`config.mk`:
```
export PLATFORM = sky130hd
export DESIGN_NAME = multicycle_control_flat
export DESIGN_NICKNAME = d
export VERILOG_FILES = /design/src/rtl/multicycle_control_if.sv /design/src/rtl/multicycle_control.sv /design/src/flat_wrapper.sv
export SDC_FILE = /design/constraint.sdc
export NUM_CORES = 1
export LEC_CHECK = 0
export CORE_ASPECT_RATIO = 1.2
export CORE_UTILIZATION = 45
export CTS_CLUSTER_DIAMETER = 40
export CTS_CLUSTER_SIZE = 16
export DETAILED_ROUTE_END_ITERATION = 7
export MAX_ROUTING_LAYER = met4
export PLACE_DENSITY = 0.89
export SLEW_MARGIN = 5
export SYNTH_ARGS = -nofsm -noshare
export SYNTH_HDL_FRONTEND = slang
export SYNTH_SLANG_ARGS = --single-unit
```
`constraint.sdc`:
```
create_clock -name clk -period 2.2 [get_ports clk]
set_input_delay 0.22 -clock clk [delete_from_list [all_inputs] [get_ports clk]]
set_output_delay 0.22 -clock clk [all_outputs]
set_load 0.005 [all_outputs]
```
`src/rtl/multicycle_control_if.sv`:
```
`default_nettype none
// ============================================================================
//  Module      : multicycle_control_if
//  Description : Bundle between the multicycle controller and its datapath.
//                The datapath supplies the opcode and the memory handshake.
//                The controller returns the datapath control strobes and a
//                small set of status signals.
//  Ports       : Opcode[5:0], MemoryReady              (datapath -> control)
//                ALUOpcode, ALUSrcA, ALUSrcB, PCSource,
//                MemoryRead, MemoryWrite, RegisterWrite,
//                RegistroDestino, MemoryToRegister, IorD,
//                IRWrite, PCWrite, PCWriteCond         (control -> datapath)
//                Illegal, InstrDone, Retired, State    (status)
//  Modports    : master = controller, slave = datapath / environment
//  Revision    : 1.0  initial release
// ============================================================================
interface multicycle_control_if #(
   parameter int RETIRED_W = 16
);
   // datapath -> controller
   logic [5:0]           Opcode;
   logic                 MemoryReady;

   // controller -> datapath
   logic [1:0]           ALUOpcode;
   logic                 ALUSrcA;
   logic [1:0]           ALUSrcB;
   logic [1:0]           PCSource;
   logic                 MemoryRead;
   logic                 MemoryWrite;
   logic                 RegisterWrite;
   logic                 RegistroDestino;
   logic                 MemoryToRegister;
   logic                 IorD;
   logic                 IRWrite;
   logic                 PCWrite;
   logic                 PCWriteCond;

   // status
   logic                 Illegal;
   logic                 InstrDone;
   logic [RETIRED_W-1:0] Retired;
   logic [3:0]           State;

   modport master (
      input  Opcode,
      input  MemoryReady,
      output ALUOpcode,
      output ALUSrcA,
      output ALUSrcB,
      output PCSource,
      output MemoryRead,
      output MemoryWrite,
      output RegisterWrite,
      output RegistroDestino,
      output MemoryToRegister,
      output IorD,
      output IRWrite,
      output PCWrite,
      output PCWriteCond,
      output Illegal,
      output InstrDone,
      output Retired,
      output State
   );

   modport slave (
      output Opcode,
      output MemoryReady,
      input  ALUOpcode,
      input  ALUSrcA,
      input  ALUSrcB,
      input  PCSource,
      input  MemoryRead,
      input  MemoryWrite,
      input  RegisterWrite,
      input  RegistroDestino,
      input  MemoryToRegister,
      input  IorD,
      input  IRWrite,
      input  PCWrite,
      input  PCWriteCond,
      input  Illegal,
      input  InstrDone,
      input  Retired,
      input  State
   );
endinterface
`default_nettype wire

```
`src/rtl/multicycle_control.sv`:
```
`default_nettype none
// ============================================================================
//  Module      : multicycle_control
//  Description : Control FSM for a multicycle MIPS-style datapath supporting
//                R-type, lw, sw, beq, j and addi. Produces the per-state
//                control strobes, flags unsupported opcodes, pulses
//                InstrDone when an instruction completes and counts retired
//                instructions.
//  Ports       : clk  - clock, all state changes on the rising edge
//                rst  - asynchronous active-low reset
//                bus  - multicycle_control_if.master (opcode, memory
//                       handshake, control strobes, status)
//  Parameters  : RETIRED_W - width of the retired-instruction counter
//  Revision    : 1.0  initial release
// ============================================================================
module multicycle_control #(
   parameter int RETIRED_W = 16
) (
   input  logic                  clk,
   input  logic                  rst,
   multicycle_control_if.master  bus
);

   // ---------------------------------------------------------------------
   // State encoding (12-15 unused; they fall back to FETCH)
   // ---------------------------------------------------------------------
   localparam logic [3:0] S_FETCH     = 4'd0;
   localparam logic [3:0] S_DECODE    = 4'd1;
   localparam logic [3:0] S_MEM_ADDR  = 4'd2;
   localparam logic [3:0] S_MEM_READ  = 4'd3;
   localparam logic [3:0] S_MEM_WB    = 4'd4;
   localparam logic [3:0] S_MEM_WRITE = 4'd5;
   localparam logic [3:0] S_R_EXEC    = 4'd6;
   localparam logic [3:0] S_R_WB      = 4'd7;
   localparam logic [3:0] S_BRANCH    = 4'd8;
   localparam logic [3:0] S_JUMP      = 4'd9;
   localparam logic [3:0] S_ADDI_EXEC = 4'd10;
   localparam logic [3:0] S_ADDI_WB   = 4'd11;

   // ---------------------------------------------------------------------
   // Supported opcodes (instruction bits [31:26])
   // ---------------------------------------------------------------------
   localparam logic [5:0] OP_RTYPE = 6'b000000;
   localparam logic [5:0] OP_LW    = 6'b100011;
   localparam logic [5:0] OP_SW    = 6'b101011;
   localparam logic [5:0] OP_BEQ   = 6'b000100;
   localparam logic [5:0] OP_J     = 6'b000010;
   localparam logic [5:0] OP_ADDI  = 6'b001000;

   // ---------------------------------------------------------------------
   // State
   // ---------------------------------------------------------------------
   logic [3:0]           state_q,   state_d;
   // The opcode is only looked at in DECODE, so the lw/sw choice made there
   // is remembered for the MEM_ADDR branch instead of re-reading Opcode.
   logic                 store_q,   store_d;
   logic [RETIRED_W-1:0] retired_q, retired_d;

   // ---------------------------------------------------------------------
   // Combinational control, before reset gating
   // ---------------------------------------------------------------------
   logic [1:0] w_alu_op;
   logic       w_alu_src_a;
   logic [1:0] w_alu_src_b;
   logic [1:0] w_pc_source;
   logic       w_mem_read;
   logic       w_mem_write;
   logic       w_reg_write;
   logic       w_reg_dst;
   logic       w_mem_to_reg;
   logic       w_iord;
   logic       w_ir_write;
   logic       w_pc_write;
   logic       w_pc_write_cond;
   logic       w_illegal;
   logic       w_instr_done;
   logic       w_op_supported;

   // ---------------------------------------------------------------------
   // Opcode legality
   // ---------------------------------------------------------------------
   always_comb begin
      w_op_supported = 1'b0;
      case (bus.Opcode)
         OP_RTYPE, OP_LW, OP_SW, OP_BEQ, OP_J, OP_ADDI: w_op_supported = 1'b1;
         default:                                       w_op_supported = 1'b0;
      endcase
   end

   // ---------------------------------------------------------------------
   // Next-state logic
   // ---------------------------------------------------------------------
   always_comb begin
      state_d = state_q;
      store_d = store_q;
      case (state_q)
         S_FETCH: begin
            if (bus.MemoryReady) state_d = S_DECODE;
         end
         S_DECODE: begin
            case (bus.Opcode)
               OP_LW: begin
                  state_d = S_MEM_ADDR;
                  store_d = 1'b0;
               end
               OP_SW: begin
                  state_d = S_MEM_ADDR;
                  store_d = 1'b1;
               end
               OP_RTYPE: state_d = S_R_EXEC;
               OP_BEQ:   state_d = S_BRANCH;
               OP_J:     state_d = S_JUMP;
               OP_ADDI:  state_d = S_ADDI_EXEC;
               default:  state_d = S_FETCH;
            endcase
         end
         S_MEM_ADDR: begin
            state_d = store_q ? S_MEM_WRITE : S_MEM_READ;
         end
         S_MEM_READ: begin
            if (bus.MemoryReady) state_d = S_MEM_WB;
         end
         S_MEM_WRITE: begin
            if (bus.MemoryReady) state_d = S_FETCH;
         end
         S_R_EXEC:    state_d = S_R_WB;
         S_ADDI_EXEC: state_d = S_ADDI_WB;
         S_MEM_WB, S_R_WB, S_ADDI_WB, S_BRANCH, S_JUMP: state_d = S_FETCH;
         default:     state_d = S_FETCH;
      endcase
   end

   // ---------------------------------------------------------------------
   // Output decode: everything defaults to 0, each state raises only its own
   // strobes. Strobes that depend on MemoryReady follow it in the same cycle
   // so a stalled access leaves the state's outputs unchanged.
   // ---------------------------------------------------------------------
   always_comb begin
      w_alu_op        = 2'b00;
      w_alu_src_a     = 1'b0;
      w_alu_src_b     = 2'b00;
      w_pc_source     = 2'b00;
      w_mem_read      = 1'b0;
      w_mem_write     = 1'b0;
      w_reg_write     = 1'b0;
      w_reg_dst       = 1'b0;
      w_mem_to_reg    = 1'b0;
      w_iord          = 1'b0;
      w_ir_write      = 1'b0;
      w_pc_write      = 1'b0;
      w_pc_write_cond = 1'b0;
      w_illegal       = 1'b0;
      w_instr_done    = 1'b0;
      case (state_q)
         S_FETCH: begin
            w_mem_read  = 1'b1;
            w_alu_src_b = 2'b01;
            w_ir_write  = bus.MemoryReady;
            w_pc_write  = bus.MemoryReady;
         end
         S_DECODE: begin
            w_alu_src_b = 2'b11;
            w_illegal   = ~w_op_supported;
         end
         S_MEM_ADDR, S_ADDI_EXEC: begin
            w_alu_src_a = 1'b1;
            w_alu_src_b = 2'b10;
            w_alu_op    = 2'b00;
         end
         S_MEM_READ: begin
            w_mem_read = 1'b1;
            w_iord     = 1'b1;
         end
         S_MEM_WRITE: begin
            w_mem_write  = 1'b1;
            w_iord       = 1'b1;
            w_instr_done = bus.MemoryReady;
         end
         S_MEM_WB: begin
            w_mem_to_reg = 1'b1;
            w_reg_write  = 1'b1;
            w_instr_done = 1'b1;
         end
         S_R_EXEC: begin
            w_alu_src_a = 1'b1;
            w_alu_op    = 2'b10;
         end
         S_R_WB: begin
            w_reg_dst    = 1'b1;
            w_reg_write  = 1'b1;
            w_instr_done = 1'b1;
         end
         S_ADDI_WB: begin
            w_reg_write  = 1'b1;
            w_instr_done = 1'b1;
         end
         S_BRANCH: begin
            w_alu_src_a     = 1'b1;
            w_alu_op        = 2'b01;
            w_pc_write_cond = 1'b1;
            w_pc_source     = 2'b01;
            w_instr_done    = 1'b1;
         end
         S_JUMP: begin
            w_pc_write   = 1'b1;
            w_pc_source  = 2'b10;
            w_instr_done = 1'b1;
         end
         default: begin
            // unreachable encodings drive nothing
         end
      endcase
   end

   // ---------------------------------------------------------------------
   // Retired-instruction counter, wraps naturally at all-ones
   // ---------------------------------------------------------------------
   always_comb begin
      retired_d = retired_q;
      if (w_instr_done) retired_d = retired_q + RETIRED_W'(1);
   end

   // ---------------------------------------------------------------------
   // Registers
   // ---------------------------------------------------------------------
   always_ff @(posedge clk or negedge rst) begin
      if (!rst) begin
         state_q   <= S_FETCH;
         store_q   <= 1'b0;
         retired_q <= '0;
      end else begin
         state_q   <= state_d;
         store_q   <= store_d;
         retired_q <= retired_d;
      end
   end

   // ---------------------------------------------------------------------
   // Outputs. While reset is held the FSM sits in FETCH, whose strobes would
   // otherwise be active, so every control/status output is gated with rst.
   // This also kills any write strobe of an interrupted instruction at once.
   // ---------------------------------------------------------------------
   assign bus.ALUOpcode        = rst ? w_alu_op    : 2'b00;
   assign bus.ALUSrcA          = rst & w_alu_src_a;
   assign bus.ALUSrcB          = rst ? w_alu_src_b : 2'b00;
   assign bus.PCSource         = rst ? w_pc_source : 2'b00;
   assign bus.MemoryRead       = rst & w_mem_read;
   assign bus.MemoryWrite      = rst & w_mem_write;
   assign bus.RegisterWrite    = rst & w_reg_write;
   assign bus.RegistroDestino  = rst & w_reg_dst;
   assign bus.MemoryToRegister = rst & w_mem_to_reg;
   assign bus.IorD             = rst & w_iord;
   assign bus.IRWrite          = rst & w_ir_write;
   assign bus.PCWrite          = rst & w_pc_write;
   assign bus.PCWriteCond      = rst & w_pc_write_cond;
   assign bus.Illegal          = rst & w_illegal;
   assign bus.InstrDone        = rst & w_instr_done;
   assign bus.Retired          = retired_q;
   assign bus.State            = state_q;

endmodule
`default_nettype wire

```
`src/flat_wrapper.sv`:
```
// flat-port wrapper written by rule: the top's interface ports become plain ports
module multicycle_control_flat 
#(
   parameter int RETIRED_W = 16
)
  (clk, rst, bus_Opcode, bus_MemoryReady, bus_ALUOpcode, bus_ALUSrcA, bus_ALUSrcB, bus_PCSource, bus_MemoryRead, bus_MemoryWrite, bus_RegisterWrite, bus_RegistroDestino, bus_MemoryToRegister, bus_IorD, bus_IRWrite, bus_PCWrite, bus_PCWriteCond, bus_Illegal, bus_InstrDone, bus_Retired, bus_State);
  multicycle_control_if #(.RETIRED_W(RETIRED_W)) bus_i ();
  input  logic clk;
  input  logic rst;
  input wire logic [$bits(bus_i.Opcode)-1:0] bus_Opcode;
  input wire logic [$bits(bus_i.MemoryReady)-1:0] bus_MemoryReady;
  output wire logic [$bits(bus_i.ALUOpcode)-1:0] bus_ALUOpcode;
  output wire logic [$bits(bus_i.ALUSrcA)-1:0] bus_ALUSrcA;
  output wire logic [$bits(bus_i.ALUSrcB)-1:0] bus_ALUSrcB;
  output wire logic [$bits(bus_i.PCSource)-1:0] bus_PCSource;
  output wire logic [$bits(bus_i.MemoryRead)-1:0] bus_MemoryRead;
  output wire logic [$bits(bus_i.MemoryWrite)-1:0] bus_MemoryWrite;
  output wire logic [$bits(bus_i.RegisterWrite)-1:0] bus_RegisterWrite;
  output wire logic [$bits(bus_i.RegistroDestino)-1:0] bus_RegistroDestino;
  output wire logic [$bits(bus_i.MemoryToRegister)-1:0] bus_MemoryToRegister;
  output wire logic [$bits(bus_i.IorD)-1:0] bus_IorD;
  output wire logic [$bits(bus_i.IRWrite)-1:0] bus_IRWrite;
  output wire logic [$bits(bus_i.PCWrite)-1:0] bus_PCWrite;
  output wire logic [$bits(bus_i.PCWriteCond)-1:0] bus_PCWriteCond;
  output wire logic [$bits(bus_i.Illegal)-1:0] bus_Illegal;
  output wire logic [$bits(bus_i.InstrDone)-1:0] bus_InstrDone;
  output wire logic [$bits(bus_i.Retired)-1:0] bus_Retired;
  output wire logic [$bits(bus_i.State)-1:0] bus_State;
  assign bus_i.Opcode = bus_Opcode;
  assign bus_i.MemoryReady = bus_MemoryReady;
  assign bus_ALUOpcode = bus_i.ALUOpcode;
  assign bus_ALUSrcA = bus_i.ALUSrcA;
  assign bus_ALUSrcB = bus_i.ALUSrcB;
  assign bus_PCSource = bus_i.PCSource;
  assign bus_MemoryRead = bus_i.MemoryRead;
  assign bus_MemoryWrite = bus_i.MemoryWrite;
  assign bus_RegisterWrite = bus_i.RegisterWrite;
  assign bus_RegistroDestino = bus_i.RegistroDestino;
  assign bus_MemoryToRegister = bus_i.MemoryToRegister;
  assign bus_IorD = bus_i.IorD;
  assign bus_IRWrite = bus_i.IRWrite;
  assign bus_PCWrite = bus_i.PCWrite;
  assign bus_PCWriteCond = bus_i.PCWriteCond;
  assign bus_Illegal = bus_i.Illegal;
  assign bus_InstrDone = bus_i.InstrDone;
  assign bus_Retired = bus_i.Retired;
  assign bus_State = bus_i.State;
  multicycle_control #(.RETIRED_W(RETIRED_W)) u_core (.clk(clk), .rst(rst), .bus(bus_i));
endmodule
```
== Word level (Yosys, flattened, before mapping) ==
Cells that the tools add are included.

* Bits in registers: 21
* Latch bits: 0
* RAM bits: 0
* Memory bits (read-only): 0
* Bits of input ports: 9
* Output and inout bits: 38
* Word-level logic and storage cells: 75
* Memories kept: 0

* Add/sub/neg operators: 1
* Multipliers: 0
* Divide/modulo/power cells: 0
* $lt $le $gt $ge: 0
* Equal/unequal tests: 19
* Shifts and indexed selects: 0
* Mux-type cells: 26
* Bitwise operators: 13
* Reduce and logical (&&, ||, !) cells: 13

{| class="wikitable"
|+ Operators with widths
! cell !! number
|-
| 4-bit one-hot mux with 7 select lines || 1
|-
| 4-bit one-hot mux with 5 select lines || 1
|-
| 16-bit by 1-bit adder with 16-bit output (second input constant) || 1
|-
| 4-bit by 3-bit == test with 1-bit output (second input constant) || 4
|-
| 4-bit == test (second input constant) || 4
|-
| 1-bit AND || 12
|-
| 6-bit == test (second input constant) || 2
|-
| 4-bit two-way mux || 3
|-
| 1-bit two-way mux || 11
|-
| 4-bit by 2-bit == test with 1-bit output (second input constant) || 2
|-
| 2-bit one-hot mux with 2 select lines || 2
|-
| 2-bit OR reduction || 4
|-
| 6-bit by 2-bit == test with 1-bit output (second input constant) || 1
|-
| 6-bit by 3-bit == test with 1-bit output (second input constant) || 1
|-
| 6-bit by 4-bit == test with 1-bit output (second input constant) || 1
|-
| 6-bit zero test || 1
|-
| 2-bit two-way mux || 3
|-
| 2-bit != test (second input constant) || 3
|-
| 1-bit one-hot mux with 2 select lines || 3
|-
| 2-bit one-hot mux with 3 select lines || 1
|-
| 6-bit OR reduction || 1
|-
| 5-bit OR reduction || 1
|-
| 4-bit by 1-bit == test with 1-bit output (second input constant) || 1
|-
| 4-bit zero test || 1
|-
| 7 further kinds || 7
|}

== Depth between registers and ports, before layout ==
* Depth after elaboration: 6
* Gate-level depth with buffers: 6
* Depth with buffers taken out: 5

== Worst setup path before layout ==
OpenSTA, ideal clock, no wires.

* Path type: register to output
* From: register u_core.state_q[2], in the netlist u_core.bus.State[2]
* To: output bus_PCWrite
* Arrival: 1.516 ns
* Data required time: 1.980 ns
* Slack: 0.464 ns
* Stages on the path, launching flop included: 6
* Path buffers: 1
* Path through: dfrtp_1 buf_4 nor2_1 nand2_1 nor4b_1 or2_2

* Cells in the longest elaborated chain, start to end: 3
* Elaborated cells between the ends (all ways): 4
* Classes of those cells: eq/ne (1); mux (1); bitwise (1); reduce/logical (1)

{| class="wikitable"
|+ RTL lines
! what !! line !! source
|-
| start: declaration || multicycle_control.sv:53 || <nowiki>logic [3:0] state_q, state_d;</nowiki>
|-
| start signal: assignment || multicycle_control.sv:232 || <nowiki>state_q <= state_d;</nowiki>
|-
| 4-bit == test / 4-bit zero test (equally long branches) || multicycle_control.sv:154 || <nowiki>case (state_q)</nowiki>
|-
| 1-bit one-hot mux with 2 select lines (*) || multicycle_control.sv:154 ||
|-
| 1-bit AND (*) || multicycle_control.sv:254 || <nowiki>assign bus.PCWrite = rst & w_pc_write;</nowiki>
|-
| end: declaration || flat_wrapper.sv:23 || <nowiki>output wire logic [$bits(bus_i.PCWrite)-1:0] bus_PCWrite;</nowiki>
|}

Mark *: on every way between the ends. The rest lies on a longest branch, timed or not.

== Worst setup path in the final report ==
* From: register u_core.state_q[3], in the netlist u_core.bus.State[3]
* To: output bus_PCWrite

Same word-level chain as after synthesis.

==> impl_results.md <==
- CTS tree: done
- Post-detailed-route via-to-cell ratio: between 5 and 6
- Worst Path Arrival: approximately 1.9 ns
- RSZ-0062 raised after global routing: true
- # H-tree levels: 1
- Clk buf depth: 2
- Yosys top cell area share: 38.4%
- Number of instances in the synthesized netlist: 153
- Synthesis-to-layout area growth: 50.0%
- Wire length of the first global-routing pass: 6040 um
- Post-layout nets: around 220
- Hold Worst Slack: -0.00302 ns
- Violated checks: negative hold slack
- Type of the setup path with the least slack: reg -> out
- R2r startpoint: u_core.bus.State[1]
- Setup Skew: approximately 0.0047 ns
- Critical path launch point type: register
- Routed via count: 1397
- Total grt overflow: 0
- Final Hold Vio Count: 15
- Post-route DRC violation count: 0
- Drt total wl: ~3700 um
- Root Buffer Master: sky130_fd_sc_hd__clkbuf_4
- Worst setup path startpoint: u_core.bus.State[3]
- Achievable frequency: 467 MHz
- Num Clock Sinks: 21
- Die area: ~3300 um^2
- Cell count of the worst reg-to-reg path: 5
- Switching Fraction: between 30% and 40%
- Share of async-settable or async-resettable flops after synthesis: between 90% and 100%
- Count of state elements after synthesis: 21
- Number of max-capacitance violations reported: 0
- Outcome: complete, but fails checks
- Total GRT Usage: between 20% and 30%
- Yosys warnings: 0
- Syn_nets: 163
- Maximum number of pins on one net before global-route repair: 21
- Post-place setup slack: -0.0269 ns
- Number of cell rows: 21
- Cell type with the highest aggregate area in the netlist: sky130_fd_sc_hd__dfrtp_1
- Internal power: roughly 0.0009 W
- End of the worst register-to-register path: u_core.bus.Retired[1]
- Setup crit end kind: primary output
- Combinational fraction of design power: between 50% and 60%
- Worst Path Max Fanout: 4
- Sequential cell area fraction in the yosys report: 38.4%
- Layout cells sized above 1: a little under a fifth
- Mean routed wirelength per cell: between 15 and 20 um
- DP Wirelength: 2700 um
- Number of top-level pins: 47
- Portion of total power attributed to the clock network: a little over an eighth
- Number of enable flip-flop cells after synthesis: 0
- Final standard cell count with taps included and fillers excluded: between 200 and 250
- Critical path destination: bus_PCWrite
- Pin slew with the least headroom to its limit: 0.505 ns
- Final worst-path cycle share: a little over nine tenths
- Iteration-0 DRC count of the detailed router: 58
- Power Density: between 700 and 800 nW/um^2
- Setup WS post-layout: 0.0565 ns
- Avg Synthesized Cell Area: ~9 um^2
- Clock insertion delay at the later pin of the skew report: between 0.3 and 0.4 ns
- Data required time at the worst endpoint: just under 2 ns
- Placed Cells: ~240
- R2r setup slk: 0.43 ns
- Antenna violations before repair: 0
- Peak supply drop: 0.000852 V
- Combined area of all synthesized cells: 1370 um^2
- Number of clock buffers inserted by TritonCTS: 3
- Number of diodes: 0
- Final weighted congestion of routability-driven global placement: roughly 0.92
- Number of distinct library cells after synthesis: 39
- Clk pin slew, worst setup/hold paths: between 0.1 and 0.15 ns
- Hold Path Class: in -> async
- Slew headroom: between 60% and 70%
- TritonRoute pass-1 iters: 4
- Leak: 0.859 nW
- Die height: 62.4 um
- Synth area leaders: sky130_fd_sc_hd__dfrtp_1, sky130_fd_sc_hd__xnor2_1, sky130_fd_sc_hd__nor2_1, sky130_fd_sc_hd__nand3_1, sky130_fd_sc_hd__nand4_1
- Port Buffer Count: 46
- Chip Width: around 52 um
- Top_reg_cell synth: sky130_fd_sc_hd__dfrtp_1
- Sequential cell fraction of total power: 36.2%
- Number of global-route vias before repair: around 1300
- Antenna-violating nets left: 0
- Final Max Tran Viols: 0
- Reported net switching power: 0.000545 W
- Post-route minimum period: about 2.1 ns
- Final setup fails: 0
- Core Footprint: between 2000 and 3000 um^2
- Starting Density: 48.3%
-- power by group through the flow --
stage	clock network, W	logic (W)	registers (W)
after global routing	0.000206	0.000787	0.000529
after global placement	0	0.000634	0.000520
after CTS	0.000188	0.000687	0.000519
after floorplan	0	0.000376	0.000505
final	0.000192	0.000728	0.000521
after detailed placement	0	0.000658	0.000525
-- layout make-up --
| class | count | area, um^2 |
|---|---|---|
| inverters | 2 | 7.51 |
| fillers | 198 | 783 |
| clock buffers | 4 | 26.3 |
| flip-flops and latches | 21 | 526 |
| well taps | 34 | 42.5 |
| multi-input cells | 118 | 813 |
| repair buffers | 67 | 639 |
-- placed cells by master, fill, tap and decap left out, drive strengths merged, types with 2 or more instances in the layout --
| cell type | n |
|---|---|
| nor2 | 21 |
| and3 | 5 |
| dlygate4sd2 | 2 |
| clkdlybuf4s50 | 41 |
| a2111oi | 3 |
| inv | 2 |
| nand4 | 8 |
| or4b | 2 |
| dlygate4sd3 | 2 |
| nor2b | 2 |
| dfrtp | 21 |
| nand3 | 10 |
| nand2 | 11 |
| o21ai | 4 |
| xor2 | 4 |
| a21oi | 2 |
| clkbuf | 4 |
| dlymetal6s2s | 3 |
| nor3 | 10 |
| xnor2 | 14 |
| mux2 | 2 |
| nand2b | 2 |
| nor4 | 4 |
| buf | 19 |
-- kinds of logic (layout without fill, tap and decap cells) --
family	after synthesis	in the layout	synth area share, %
fa+ha+maj	2	2	1.64
compound gates	15	15	9.13
simple gates	81	81	31.6
flops	21	21	38.4
mux	2	2	1.64
buf+inv	14	73	6.12
xor+xnor	18	18	11.5
-- synth_stat cells, types with 2 or more instances --
master,instances
sky130_fd_sc_hd__nand4_1,8
sky130_fd_sc_hd__xor2_1,4
sky130_fd_sc_hd__and3_1,5
sky130_fd_sc_hd__or4b_2,2
sky130_fd_sc_hd__a2111oi_0,2
sky130_fd_sc_hd__nor3_1,10
sky130_fd_sc_hd__xnor2_1,14
sky130_fd_sc_hd__nor4_1,4
sky130_fd_sc_hd__mux2_2,2
sky130_fd_sc_hd__inv_1,2
sky130_fd_sc_hd__a21oi_1,2
sky130_fd_sc_hd__clkbuf_1,5
sky130_fd_sc_hd__buf_6,3
sky130_fd_sc_hd__nand2b_1,2
sky130_fd_sc_hd__buf_4,2
sky130_fd_sc_hd__nor2_1,21
sky130_fd_sc_hd__dfrtp_1,21
sky130_fd_sc_hd__nand2_1,11
sky130_fd_sc_hd__nand3_1,10
sky130_fd_sc_hd__o21ai_0,4
-- state kept, by name, indices dropped and copies added, names as in the netlist --
register,flops
u_core.bus.Retired,16
u_core.bus.State,4
u_core.store_q,1
-- what timing repair did --
action / CTS / global route
endpoints found under the setup margin: 7 / 6
pin swaps: 0 / 1
endpoints found under the hold margin: 0 / 2
hold buffers: 0 / 2
gates resized for setup: 9 / 11
setup buffers: 1 / 1
-- through the flow --
stage          area (um^2)  util [%]  power, W  setup TNS [ns]
2_1_floorplan         1370         -  0.000881               0
3_3_place_gp          1920      67.8   0.00115         -0.0112
3_5_place_dp          1920      67.8   0.00118         -0.0465
4_1_cts               1980      69.8   0.00139               0
5_1_grt               2050      72.4   0.00152         -0.0568
6_report              2050      72.4   0.00144               0
-- layer usage --
layer	up-vias	track usage [%]	wire length (um)
met5	-	-	0
met4	0	8.55	103
met3	11	2.68	166
met2	60	43.0	1980
met1	664	28.3	1470
li1	662	-	-
-- how the worst min path moves through the flow --
stage / end / slack [ns] / depth (start not counted) / start
5_1_grt: u_core.bus.Retired[15] / 0.02 / 2 / rst
2_1_floorplan: u_core.bus.Retired[0] / -0.08 / 0 / rst
3_5_place_dp: u_core.bus.Retired[15] / 0.49 / 1 / u_core.bus.Retired[15]
4_1_cts: u_core.bus.State[1] / 0.27 / 2 / rst
6_report: u_core.bus.State[2] / -0.003 / 2 / rst
3_3_place_gp: u_core.bus.Retired[15] / 0.46 / 1 / u_core.bus.Retired[15]
-- worst max-delay path, stage by stage (launching register included) --
cell and delay, ns:
sky130_fd_sc_hd__dfrtp_1 0.44, sky130_fd_sc_hd__nor2_2 0.16, sky130_fd_sc_hd__nand2_2 0.11, sky130_fd_sc_hd__nor4b_4 0.28, sky130_fd_sc_hd__or2_2 0.14, sky130_fd_sc_hd__clkdlybuf4s50_1 0.49
No activity file was read; power rests on OpenSTA's default activity.
